$ cat config.mk
export PLATFORM = sky130hd
export DESIGN_NAME = regfile_writeback_stage
export DESIGN_NICKNAME = d
export VERILOG_FILES = /design/src/rtl/cr16_pkg.sv /design/src/rtl/wb_queue.sv /design/src/rtl/regfile_writeback_stage.sv
export SDC_FILE = /design/constraint.sdc
export NUM_CORES = 1
export LEC_CHECK = 0
export BUFFER_PORTS_ARGS = -buffer_cell sky130_fd_sc_hd__buf_2
export CAP_MARGIN = 30
export CORE_ASPECT_RATIO = 0.9
export CORE_UTILIZATION = 45
export DETAILED_ROUTE_END_ITERATION = 10
export PLACE_DENSITY = 0.63
export SYNTH_ARGS = -nofsm -noshare
export SYNTH_HDL_FRONTEND = slang
export SYNTH_HIERARCHICAL = 1
export SYNTH_SLANG_ARGS = --single-unit
$ cat constraint.sdc
create_clock -name clock -period 3.29 [get_ports clock]
set_input_delay 0.658 -clock clock [delete_from_list [all_inputs] [get_ports clock]]
set_output_delay 0.658 -clock clock [all_outputs]
set_load 0.05 [all_outputs]
$ cat src/rtl/cr16_pkg.sv
// Shared CR16 writeback definitions.
// Holds the data/register widths, the address and word types, the queue entry
// record {live, addr, data}, and a one-hot helper for the pending scoreboard.
package cr16_pkg;

    localparam int WIDTH         = 16;
    localparam int REGISTER_BITS = 4;
    localparam int NUM_REGS      = 1 << REGISTER_BITS;

    typedef logic [REGISTER_BITS-1:0] reg_addr_t;
    typedef logic [WIDTH-1:0]         word_t;

    typedef struct packed {
        logic      live;
        reg_addr_t addr;
        word_t     data;
    } wb_entry_t;

    function automatic logic [NUM_REGS-1:0] addr_onehot(input reg_addr_t addr);
        return NUM_REGS'(1) << addr;
    endfunction

endpackage

$ cat src/rtl/wb_queue.sv
// In-order circular buffer of ALU results awaiting the register file port.
// Ports:
//   clock, reset    rising-edge clock, synchronous active-low reset
//   push_i          enqueue push_entry_i at the tail (stored live)
//   push_entry_i    entry to enqueue
//   pop_i           drop the head entry (caller guarantees count_o > 0)
//   kill_i          mark every queued live entry whose addr == kill_addr_i killed
//   kill_addr_i     address to kill
//   head_o          current head entry
//   count_o         occupied entries, live or killed
//   live_mask_o     registered OR of one-hot(addr) over live entries
module wb_queue
    import cr16_pkg::*;
#(
    parameter int DEPTH = 4
) (
    input  logic                    clock,
    input  logic                    reset,
    input  logic                    push_i,
    input  wb_entry_t               push_entry_i,
    input  logic                    pop_i,
    input  logic                    kill_i,
    input  reg_addr_t               kill_addr_i,
    output wb_entry_t               head_o,
    output logic [$clog2(DEPTH):0]  count_o,
    output logic [NUM_REGS-1:0]     live_mask_o
);

    localparam int PTR_BITS   = $clog2(DEPTH);
    localparam int COUNT_BITS = PTR_BITS + 1;

    wb_entry_t               mem_q [DEPTH];
    wb_entry_t               mem_d [DEPTH];
    logic [PTR_BITS-1:0]     head_q, head_d;
    logic [PTR_BITS-1:0]     tail_q, tail_d;
    logic [COUNT_BITS-1:0]   count_q, count_d;
    logic [NUM_REGS-1:0]     live_mask_q, live_mask_d;

    always_comb begin
        mem_d       = mem_q;
        head_d      = head_q;
        tail_d      = tail_q;
        count_d     = count_q;
        live_mask_d = '0;

        // Kill only touches entries already queued; the entry pushed this
        // cycle is younger than the killing load and stays live.
        if (kill_i) begin
            for (int i = 0; i < DEPTH; i++) begin
                if (mem_q[i].live && (mem_q[i].addr == kill_addr_i)) begin
                    mem_d[i].live = 1'b0;
                end
            end
        end

        // Clearing live on pop keeps vacant slots out of the scoreboard.
        if (pop_i) begin
            mem_d[head_q].live = 1'b0;
            head_d             = head_q + 1'b1;
        end

        if (push_i) begin
            mem_d[tail_q]      = push_entry_i;
            mem_d[tail_q].live = 1'b1;
            tail_d             = tail_q + 1'b1;
        end

        case ({push_i, pop_i})
            2'b10:   count_d = count_q + 1'b1;
            2'b01:   count_d = count_q - 1'b1;
            default: count_d = count_q;
        endcase

        for (int i = 0; i < DEPTH; i++) begin
            if (mem_d[i].live) begin
                live_mask_d = live_mask_d | addr_onehot(mem_d[i].addr);
            end
        end
    end

    always_ff @(posedge clock) begin
        if (!reset) begin
            head_q      <= '0;
            tail_q      <= '0;
            count_q     <= '0;
            live_mask_q <= '0;
            for (int i = 0; i < DEPTH; i++) begin
                mem_q[i] <= '0;
            end
        end else begin
            head_q      <= head_d;
            tail_q      <= tail_d;
            count_q     <= count_d;
            live_mask_q <= live_mask_d;
            for (int i = 0; i < DEPTH; i++) begin
                mem_q[i] <= mem_d[i];
            end
        end
    end

    assign head_o      = mem_q[head_q];
    assign count_o     = count_q;
    assign live_mask_o = live_mask_q;

endmodule

$ cat src/rtl/regfile_writeback_stage.sv
// CR16 writeback stage: owns the single register-file write port and merges
// load results (never stalled) with ALU results (valid/ready, queued on
// collision). Exports a pending-write scoreboard for decode.
// Ports:
//   clock, reset                  rising-edge clock, synchronous active-low reset
//   alu_valid/alu_ready           ALU result handshake
//   alu_addr, alu_data            ALU destination and result
//   load_valid                    load result present, consumed this cycle
//   load_addr, load_data          load destination and result
//   rf_write_en/addr/data         registered register-file write port
//   pending                       bit n set while a live queued write targets rn
//   queue_count                   occupied queue entries, live or killed
module regfile_writeback_stage
    import cr16_pkg::*;
#(
    parameter int WIDTH         = cr16_pkg::WIDTH,
    parameter int REGISTER_BITS = cr16_pkg::REGISTER_BITS,
    parameter int DEPTH         = 4
) (
    input  logic                        clock,
    input  logic                        reset,
    input  logic                        alu_valid,
    output logic                        alu_ready,
    input  logic [REGISTER_BITS-1:0]    alu_addr,
    input  logic [WIDTH-1:0]            alu_data,
    input  logic                        load_valid,
    input  logic [REGISTER_BITS-1:0]    load_addr,
    input  logic [WIDTH-1:0]            load_data,
    output logic                        rf_write_en,
    output logic [REGISTER_BITS-1:0]    rf_write_addr,
    output logic [WIDTH-1:0]            rf_write_data,
    output logic [(1<<REGISTER_BITS)-1:0] pending,
    output logic [$clog2(DEPTH):0]      queue_count
);

    localparam int COUNT_BITS = $clog2(DEPTH) + 1;
    localparam logic [COUNT_BITS-1:0] FULL_COUNT = COUNT_BITS'(DEPTH);

    wb_entry_t                   head_entry;
    wb_entry_t                   push_entry;
    logic [COUNT_BITS-1:0]       count;
    logic                        alu_xfer;
    logic                        load_sel;
    logic                        queue_empty;
    logic                        pop;
    logic                        head_write;
    logic                        bypass;
    logic                        push;

    logic                        rf_write_en_q, rf_write_en_d;
    logic [REGISTER_BITS-1:0]    rf_write_addr_q, rf_write_addr_d;
    logic [WIDTH-1:0]            rf_write_data_q, rf_write_data_d;

    // Ready depends only on reset and occupancy, never on the valids.
    assign alu_ready   = reset && (count < FULL_COUNT);
    assign alu_xfer    = alu_valid && alu_ready;
    assign load_sel    = load_valid && (load_addr != '0);
    assign queue_empty = (count == '0);

    assign pop        = !load_sel && !queue_empty;
    assign head_write = pop && head_entry.live;
    assign bypass     = !load_sel && queue_empty && alu_xfer && (alu_addr != '0);
    // An accepted ALU result waits whenever the port is taken or older work
    // is queued; r0 results are simply dropped.
    assign push       = alu_xfer && (alu_addr != '0) && (load_sel || !queue_empty);

    assign push_entry = '{live: 1'b1, addr: alu_addr, data: alu_data};

    wb_queue #(
        .DEPTH(DEPTH)
    ) u_queue (
        .clock        (clock),
        .reset        (reset),
        .push_i       (push),
        .push_entry_i (push_entry),
        .pop_i        (pop),
        .kill_i       (load_sel),
        .kill_addr_i  (load_addr),
        .head_o       (head_entry),
        .count_o      (count),
        .live_mask_o  (pending)
    );

    always_comb begin
        rf_write_en_d   = 1'b0;
        rf_write_addr_d = rf_write_addr_q;
        rf_write_data_d = rf_write_data_q;
        if (load_sel) begin
            rf_write_en_d   = 1'b1;
            rf_write_addr_d = load_addr;
            rf_write_data_d = load_data;
        end else if (head_write) begin
            rf_write_en_d   = 1'b1;
            rf_write_addr_d = head_entry.addr;
            rf_write_data_d = head_entry.data;
        end else if (bypass) begin
            rf_write_en_d   = 1'b1;
            rf_write_addr_d = alu_addr;
            rf_write_data_d = alu_data;
        end
    end

    always_ff @(posedge clock) begin
        if (!reset) begin
            rf_write_en_q   <= 1'b0;
            rf_write_addr_q <= '0;
            rf_write_data_q <= '0;
        end else begin
            rf_write_en_q   <= rf_write_en_d;
            rf_write_addr_q <= rf_write_addr_d;
            rf_write_data_q <= rf_write_data_d;
        end
    end

    assign rf_write_en   = rf_write_en_q;
    assign rf_write_addr = rf_write_addr_q;
    assign rf_write_data = rf_write_data_q;
    assign queue_count   = count;

endmodule

==> run_results.csv, run 1 <==
group,metric,value,unit
floorplanning,ioPinCount,85,
timing,worstMarginPinSlew,0.9527,ns
timing,finalCritPeriodShare,83.45,%
routing,drc_errors,0,
power_and_ir_drop,power.density,621.3,mW/mm^2
cts,clock_latency,0.42,ns
layout,area_delta_synth_final,22.58,%
status,status,"complete, no violations",
hold_path,holdCritPathClass,"reg -> reg",
layout,drive_gt1_share,23.46,%
routing,wl,21.59,mm
cts,cts_root_buffer,"clkbuf_16",
power_and_ir_drop,vdd_drop_max,0.4635,mV
layout,final_cells,1118,
routing,viasPerCell,5.665,
place,placed_cells,1087,
global_route,grt_max_degree,73,
place,gp_congestion,0.9308,
routing,drt_iter0_drc,705,
routing,vias,6333,
cts,cts_sinks,128,
floorplanning,fp.dieW,129.5,um
power_and_ir_drop,power,0.005014,W
global_route,grt_pass1_wl,32.55,mm
timing,fin_skew,0.007978,ns
global_route,grt.overflow.total,0,
logic_synthesis,syn_area_per_cell,8.137,um^2
power_and_ir_drop,p_leak,3.031,nW
job,maxCapViolCount,0,
cts,cts_hold_buffers,0,
critical_path,path_cells,"buf_2 > or4_1 > nand3_1 > a21oi_1 > buf_4 > and2_1 > mux2_4 > nand2_1 > a211oi_2 > inv_1 > o211ai_1",
routing,drt_first_pass_iters,6,
critical_path,regToRegEndpoint,"u_queue/live_mask_o[12]",
floorplanning,rows,41,
critical_path,crit_path_end,"u_queue/live_mask_o[12]",
critical_path,arrival,3.08,ns
critical_path,worst_setup_path_startpoint,"alu_addr[1]",
floorplanning,dieArea,0.01512,mm^2
critical_path,r2r_setup_slack,0.69,ns
layout,diodes,0,
critical_path,rr_startpoint,"u_queue/count_o[2]",
layout,final_common_cell,"nand2_1",
timing,rsz0062_at_grt,"false",
place,dp_hpwl,15.28,mm
cts,cts_htree_levels,4,
critical_path,cp_max_fo,8,
routing,wl_per_cell,19.31,um
timing,slew_viol_final,0,
critical_path,crit_path_end_kind,"flip-flop",
critical_path,max_stage_delay,0.58,ns
timing,slew_headroom,36.49,%
logic_synthesis,synth.yosys.warnings,6,
place,place_area,0.007407,mm^2
global_route,antenna_found_initial,0,
global_route,grt_pass1_vias,5853,
layout,layout_common_cells,"175 x nand2_1, 128 x dfxtp_1, 109 x a21oi_1",
logic_synthesis,synth_fp_nets,863,
cts,clkTransAtPathRegs,0.06,ns
floorplanning,core_area,0.01416,mm^2
cts,postCtsSetupBuffers,0,
timing,hold_viol,0,
timing,layout_min_cycle_time,2.746,ns
routing,drtAntennaViolNets,0,
layout,final_nets,967,
timing,fin_tns_setup,0,ns
cts,cts_resized,0,
timing,setup_violations,0,
critical_path,cp.required,3.63,ns
floorplanning,start_util,46.49,%
cts,cts_tree,"done",
critical_path,worstSetupStartpointType,"primary input",
floorplanning,die_h,116.7,um
critical_path,r2r_cells,10,
logic_synthesis,synthCells,809,
cts,cts_buffers,17,
timing,fmax,364.2,MHz
logic_synthesis,netlist_area,0.006583,mm^2
global_route,grt_use_total,29.33,%
place,port_buffers,84,
layout,finalInstanceArea,0.008069,mm^2
critical_path,slowest_stage,"or4_1",
critical_path,path_class,"in -> reg",
cts,cts.path.max_buffers,2,
layout,fin_util,56.99,%
==> how the worst min path moves through the flow <==
stage	startpoint	end	depth (start not counted)
finish	rf_write_addr[2]	rf_write_addr[2]	2
CTS	u_queue/mem_q[28]	u_queue/mem_q[28]	2
global route	rf_write_data[11]	rf_write_data[11]	2
floorplan	u_queue/mem_q[21]	u_queue/mem_q[21]	2
detailed placement	rf_write_data[12]	rf_write_data[12]	2
global placement	u_queue/mem_q[54]	u_queue/mem_q[54]	2
==> layer usage <==
layer	up-vias	share of wire (%)	track usage [%]
met2	287	43	43.15
li1	2984	-	-
met5	-	0	0
met4	0	1.4	8.140
met1	3037	47	42.63
met3	25	8.6	7.009
==> worst max-delay path: cells and delay by family <==
family,cells,cell delay [ns]
buffers and inverters,3,0.43
muxes,1,0.30
AOI/OAI and AO/OA,3,0.63
and+or+nand+nor,4,1.06
==> report_power, final <==
group          total [W]  internal, W  leakage, nW  switching (W)
registers        0.00174      0.00165         1.04      0.0000836
logic            0.00113     0.000390         1.67       0.000735
clock network    0.00215      0.00142        0.321       0.000731
==> metrics by stage <==
stage / setup slack [ns] / hold WS [ns]
finish: 0.5445 / 0.4537
global route: 0.4611 / 0.4683
CTS: 0.5827 / 0.4543
detailed placement: 0.1609 / 0.4452
global placement: 0.1380 / 0.4382
floorplan: 0.3834 / 0.4331
==> flip-flops by register name, indices dropped and copies added (netlist names) <==
| signal | flops |
|---|---|
| rf_write_addr | 4 |
| rf_write_data | 16 |
| rf_write_en | 1 |
| u_queue/count_o | 3 |
| u_queue/head_q | 2 |
| u_queue/live_mask_o | 16 |
| u_queue/mem_q | 84 |
| u_queue/tail_q | 2 |
==> cell type report <==
cell class / instances / area (um^2)
Inverter: 61 / 229.0
Clock buffer: 18 / 429.2
Clock inverter: 13 / 232.7
Timing Repair Buffer: 141 / 848.3
Tap cell: 193 / 241.5
Sequential cell: 128 / 2562
Fill cell: 1344 / 6090
Multi-Input combinational cell: 564 / 3526
No activity file was read; power rests on OpenSTA's default activity.
==> inputs of run 2 (changes only) <==
clock period = 2.88 ns   (was 3.29 ns; I/O delays follow)
==> run 2 against run 1 <==
Against the previous run: worst setup slack got worse by 0.44 ns; via count is 3.6% higher; total power is 8.9% higher; sequential share of layout area down 1.1 points; die area stayed put; cell area up 3.5%; global-route usage grew 0.65 points; combinational power increased by 20%; cell count increased by 4.0%; critical path depth unchanged; clock-buffer cell count did not move; register-to-register slack lost 0.45 ns; critical endpoint unchanged.
==> run_results.csv, run 2 (synthesized netlist as in run 1, its figures left out) <==
group,metric,value,unit
status,status,"complete, no violations",
power_and_ir_drop,p_leak,3.222,nW
place,dp_hpwl,15.89,mm
timing,fmax,359.8,MHz
hold_path,hold_start,"alu_data[14]",
routing,wl_per_cell,19.14,um
place,place_area,0.007770,mm^2
cts,cts_buffers,17,
place,gp_congestion,0.9438,
timing,rsz0062_at_grt,"false",
routing,drc_errors,0,
global_route,grt_pass1_wl,33.31,mm
floorplanning,rows,41,
critical_path,crit_path_end_kind,"flip-flop",
hold_path,holdCritPathClass,"in -> reg",
place,port_buffers,84,
timing,slew_viol_final,0,
layout,layout_common_cells,"175 x nand2_1, 128 x dfxtp_1, 108 x a21oi_1",
layout,largest_reg_flops,84,
timing,worstMarginPinSlew,1.007,ns
floorplanning,core_area,0.01416,mm^2
timing,finalCritPeriodShare,96.51,%
cts,clock_latency,0.42,ns
layout,area_delta_synth_final,26.84,%
timing,layout_min_cycle_time,2.780,ns
global_route,grt_max_degree,61,
layout,final_nets,1012,
cts,clkTransAtPathRegs,0.06,ns
job,maxCapViolCount,0,
cts,cts_tree,"done",
global_route,grt_pass1_vias,5864,
critical_path,cp_max_fo,6,
routing,drt_iter0_drc,725,
routing,vias,6559,
global_route,antenna_found_initial,0,
power_and_ir_drop,power,0.005461,W
timing,setup_violations,0,
critical_path,r2r_setup_slack,0.24,ns
timing,slew_headroom,32.87,%
critical_path,arrival,3.12,ns
critical_path,regToRegEndpoint,"u_queue/live_mask_o[12]",
routing,viasPerCell,5.640,
cts,cts_htree_levels,4,
critical_path,path_class,"in -> reg",
floorplanning,die_h,116.7,um
critical_path,rr_startpoint,"u_queue/count_o[2]",
routing,drt_first_pass_iters,6,
layout,finalInstanceArea,0.008349,mm^2
timing,fin_skew,0.006172,ns
hold_path,min_to,"u_queue/mem_q[77]",
timing,hold_viol,0,
layout,diodes,0,
routing,wl,22.26,mm
floorplanning,fp.dieW,129.5,um
routing,drtAntennaViolNets,0,
global_route,grt.overflow.total,0,
floorplanning,start_util,46.49,%
layout,drive_gt1_share,27.22,%
cts,cts_sinks,128,
global_route,grt_use_total,29.98,%
cts,cts_root_buffer,"clkbuf_16",
cts,cts.path.max_buffers,2,
power_and_ir_drop,power.density,654.1,mW/mm^2
critical_path,cp.required,3.22,ns
place,pre_cts_slack,-0.2793,ns
layout,final_common_cell,"nand2_1",
power_and_ir_drop,vdd_drop_max,0.7694,mV
floorplanning,dieArea,0.01512,mm^2
layout,registers.top_by_ff_count,"u_queue/mem_q",
hold_path,hold_depth,3,
critical_path,r2r_cells,10,
floorplanning,ioPinCount,85,
critical_path,worstSetupStartpointType,"primary input",
timing,fin_ws,0.1005,ns
cts,postCtsSetupBuffers,0,
-- run 2: cell count changes in the layout (fill, tap and decap cells not counted), moves of 2 or more --
| cell | change |
|---|---|
| buf_12 | +2 |
| buf_4 | +43 |
| bufinv_16 | -4 |
| clkinv_2 | +3 |
| clkinv_4 | +2 |
-- run 2: repair_timing --
action	CTS	global route
setup endpoints to repair	0	1
hold buffers	0	0
resized for setup	0	1
-- run 2: power by group --
group | internal (W) | leakage, nW | switching, W
Clock | 0.00129 | 0.286 | 0.000827
Combinational | 0.000501 | 1.90 | 0.000858
Sequential | 0.00189 | 1.04 | 0.0000959
-- run 2: area by class of cell --
| class | instances | area, um^2 |
|---|---|---|
| repair buffers | 186 | 1211 |
| well taps | 193 | 241.5 |
| multi-input cells | 564 | 3530 |
| flip-flops and latches | 128 | 2562 |
| fillers | 1286 | 5809 |
| inverters | 61 | 229.0 |
| clock buffers | 18 | 439.2 |
| clock inverters | 13 | 136.4 |
-- run 2: worst max path at each step --
stage | startpoint | end | slack (ns) | cells past startpoint
final | alu_addr[1] | u_queue/live_mask_o[12] | 0.10 | 11
after global placement | alu_addr[1] | u_queue/live_mask_o[12] | -0.28 | 11
after floorplan | u_queue/count_o[2] | u_queue/live_mask_o[10] | 0.04 | 11
after CTS | alu_addr[1] | u_queue/live_mask_o[12] | 0.14 | 11
after global routing | alu_addr[1] | u_queue/live_mask_o[12] | 0.06 | 11
after detailed placement | alu_addr[1] | u_queue/live_mask_o[12] | -0.28 | 11
-- run 2: critical path: stages --
cell,delay [ns]
buf_2,0.13
or4_1,0.59
nand3_1,0.13
a21oi_2,0.07
buf_4,0.15
and2_1,0.22
mux2_4,0.25
nand2_1,0.19
a211oi_2,0.45
inv_1,0.13
o211ai_1,0.21
-- run 2: metrics by stage --
stage | hold WS (ns) | TNS (ns) | utilization (%) | std cells
3_3_place_gp | 0.4381 | -1.684 | 54.88 | 1132
4_1_cts | 0.4276 | 0 | 58.94 | 1163
3_5_place_dp | 0.4413 | -1.765 | 54.88 | 1132
6_report | 0.4365 | 0 | 58.97 | 1163
2_1_floorplan | 0.4331 | 0 | - | 809
5_1_grt | 0.4317 | 0 | 58.97 | 1163
-- run 2: metal layers --
metal	GRT usage [%]	wire length [um]	share of wire (%)
met2	43.05	9629	43
met5	0	0	0
met1	44.33	10510	47
met3	7.604	1895	8.5
met4	7.752	229	1.0
==> inputs of run 3 (changes only) <==
PLACE_DENSITY = unset   (was 0.63)
==> run 3 against run 2 <==
Against the previous run: non-clock buffer count is 19 lower; sequential share of layout area is 0.41 points higher; global-route usage is 0.13 points higher; via count is 2.3% lower; cell count is 1.5% lower; critical path type unchanged.
==> run_results.csv, run 3 (synthesized netlist as in run 1, its figures left out) <==
group,metric,value,unit
global_route,grt.overflow.total,0,
power_and_ir_drop,p_switching,0.001753,W
global_route,grt_use_total,30.11,%
hold_path,holdCritPathClass,"in -> reg",
power_and_ir_drop,vdd_drop_max,0.4379,mV
routing,drt_first_pass_iters,5,
critical_path,path_cells,"buf_2 > o41ai_4 > buf_4 > buf_4 > inv_1 > nor2_1 > buf_4 > nand2_1 > a21oi_1 > buf_4 > a211oi_4 > buf_4 > a32oi_1 > a21oi_1",
critical_path,path_class,"in -> reg",
place,port_buffers,84,
layout,drive_gt1_share,25.74,%
global_route,grt_pass1_wl,33.44,mm
place,dp_hpwl,15.78,mm
timing,setup_violations,0,
cts,cts.path.max_buffers,2,
hold_path,hold_start,"alu_data[11]",
floorplanning,dieArea,0.01512,mm^2
timing,fin_skew,0.008301,ns
power_and_ir_drop,clkPwrFrac,40.0,%
layout,final_cells,1146,
routing,drt_iter0_drc,592,
global_route,grt_max_degree,76,
critical_path,crit_path_end,"u_queue/live_mask_o[7]",
cts,cts_buffers,17,
routing,drtAntennaViolNets,0,
job,maxCapViolCount,0,
critical_path,crit_path_end_kind,"flip-flop",
cts,cts_sinks,128,
floorplanning,ioPinCount,85,
timing,layout_min_cycle_time,2.721,ns
timing,rsz0062_at_grt,"false",
layout,area_delta_synth_final,25.15,%
routing,drc_errors,0,
floorplanning,rows,41,
routing,viasPerCell,5.589,
routing,wl_per_cell,19.09,um
critical_path,arrival,3.00,ns
timing,holdWs,0.4417,ns
critical_path,r2r_setup_slack,0.28,ns
cts,cts_htree_levels,4,
power_and_ir_drop,p_leak,3.133,nW
critical_path,cp_max_fo,5,
status,status,"complete, no violations",
power_and_ir_drop,power.density,668.0,mW/mm^2
critical_path,worstSetupStartpointType,"primary input",
routing,wl,21.87,mm
place,gp_congestion,0.9219,
floorplanning,core_area,0.01416,mm^2
layout,final_nets,993,
global_route,grt_pass1_vias,5923,
power_and_ir_drop,p_int,0.003751,W
critical_path,cp.required,3.16,ns
layout,fin_util,58.18,%
timing,hold_viol,0,
timing,fin_ws,0.1595,ns
routing,vias,6405,
power_and_ir_drop,power_frac_comb,24.1,%
cts,cts_root_buffer,"clkbuf_16",
cts,cts_hold_buffers,0,
layout,largest_reg_flops,84,
critical_path,critPathBufInv,7,
layout,registers.top_by_ff_count,"u_queue/mem_q",
floorplanning,die_h,116.7,um
cts,clkTransAtPathRegs,0.06,ns
floorplanning,start_util,46.49,%
layout,final_common_cell,"nand2_1",
critical_path,path_common_cell,"buf_4",
power_and_ir_drop,share_seq_of_total_power,35.9,%
place,placed_cells,1113,
cts,clock_latency,0.42,ns
timing,worstMarginPinSlew,0.7857,ns
floorplanning,fp.dieW,129.5,um
layout,layout_common_cells,"175 x nand2_1, 128 x dfxtp_1, 108 x a21oi_1",
global_route,antenna_found_initial,1,
power_and_ir_drop,swShare,31.85,%
critical_path,r2r_cells,9,
power_and_ir_drop,power,0.005503,W
timing,finalCritPeriodShare,94.46,%
critical_path,crit_family,"compound AO/OA/AOI/OAI gates",
critical_path,worst_setup_path_startpoint,"load_addr[1]",
timing,fmax,367.6,MHz
cts,cts_tree,"done",
timing,slew_viol_final,0,
place,pre_cts_slack,-0.2924,ns
critical_path,rr_startpoint,"u_queue/count_o[2]",
critical_path,worst-path-stages,14,
timing,slew_headroom,47.62,%
critical_path,max_stage_delay,0.45,ns
critical_path,regToRegEndpoint,"u_queue/live_mask_o[12]",
critical_path,slowest_stage,"o41ai_4",
-- run 3: tightest hold or removal path, cell delays in order --
cell and delay [ns]:
buf_2 0.13, nand2_1 0.06, a21oi_1 0.05
-- run 3: area by class of cell --
class	count	area, um^2
fill	1323	5921
multi-input combinational	564	3530
sequential	128	2562
timing repair buffer	167	1069
clock buffer	19	442.9
tap	193	241.5
inverter	61	229.0
clock inverter	13	161.4
antenna	1	2.502
-- run 3: how the worst min path moves through the flow --
stage / end / slack [ns] / cells after the start
after floorplan: u_queue/mem_q[21] / 0.43 / 2
after global placement: u_queue/mem_q[49] / 0.44 / 2
after detailed placement: rf_write_data[11] / 0.44 / 2
after CTS: u_queue/mem_q[76] / 0.42 / 3
after global routing: u_queue/mem_q[15] / 0.43 / 3
final: u_queue/mem_q[11] / 0.44 / 3
-- run 3: routing by layer --
| layer | track usage (%) | share of wire, % | vias to the layer above |
|---|---|---|---|
| li1 | - | - | 3042 |
| met2 | 44.37 | 43 | 249 |
| met3 | 7.421 | 8.3 | 15 |
| met1 | 43.82 | 48 | 3099 |
| met4 | 7.674 | 0.83 | 0 |
| met5 | 0 | 0 | - |
-- run 3: what timing repair did --
action / in CTS / in global routing
endpoints found under the setup margin: 0 / 16
setup buffers: 0 / 0
resized for setup: 0 / 1
endpoints found under the hold margin: 0 / 0
-- run 3: power by group through the flow --
stage / Sequential [W] / Clock, W / Combinational, W
5_1_grt: 0.00199 / 0.00231 / 0.00143
2_1_floorplan: 0.00222 / 0 / 0.000687
3_5_place_dp: 0.00201 / 0 / 0.00131
3_3_place_gp: 0.00201 / 0 / 0.00130
6_report: 0.00198 / 0.00220 / 0.00133
4_1_cts: 0.00198 / 0.00224 / 0.00132
-- run 3: per-stage QoR --
stage | TNS, ns | cell area [um^2]
floorplan | 0 | 6583
global placement | -2.485 | 7627
global route | 0 | 8235
detailed placement | -3.729 | 7627
CTS | 0 | 8232
finish | 0 | 8238
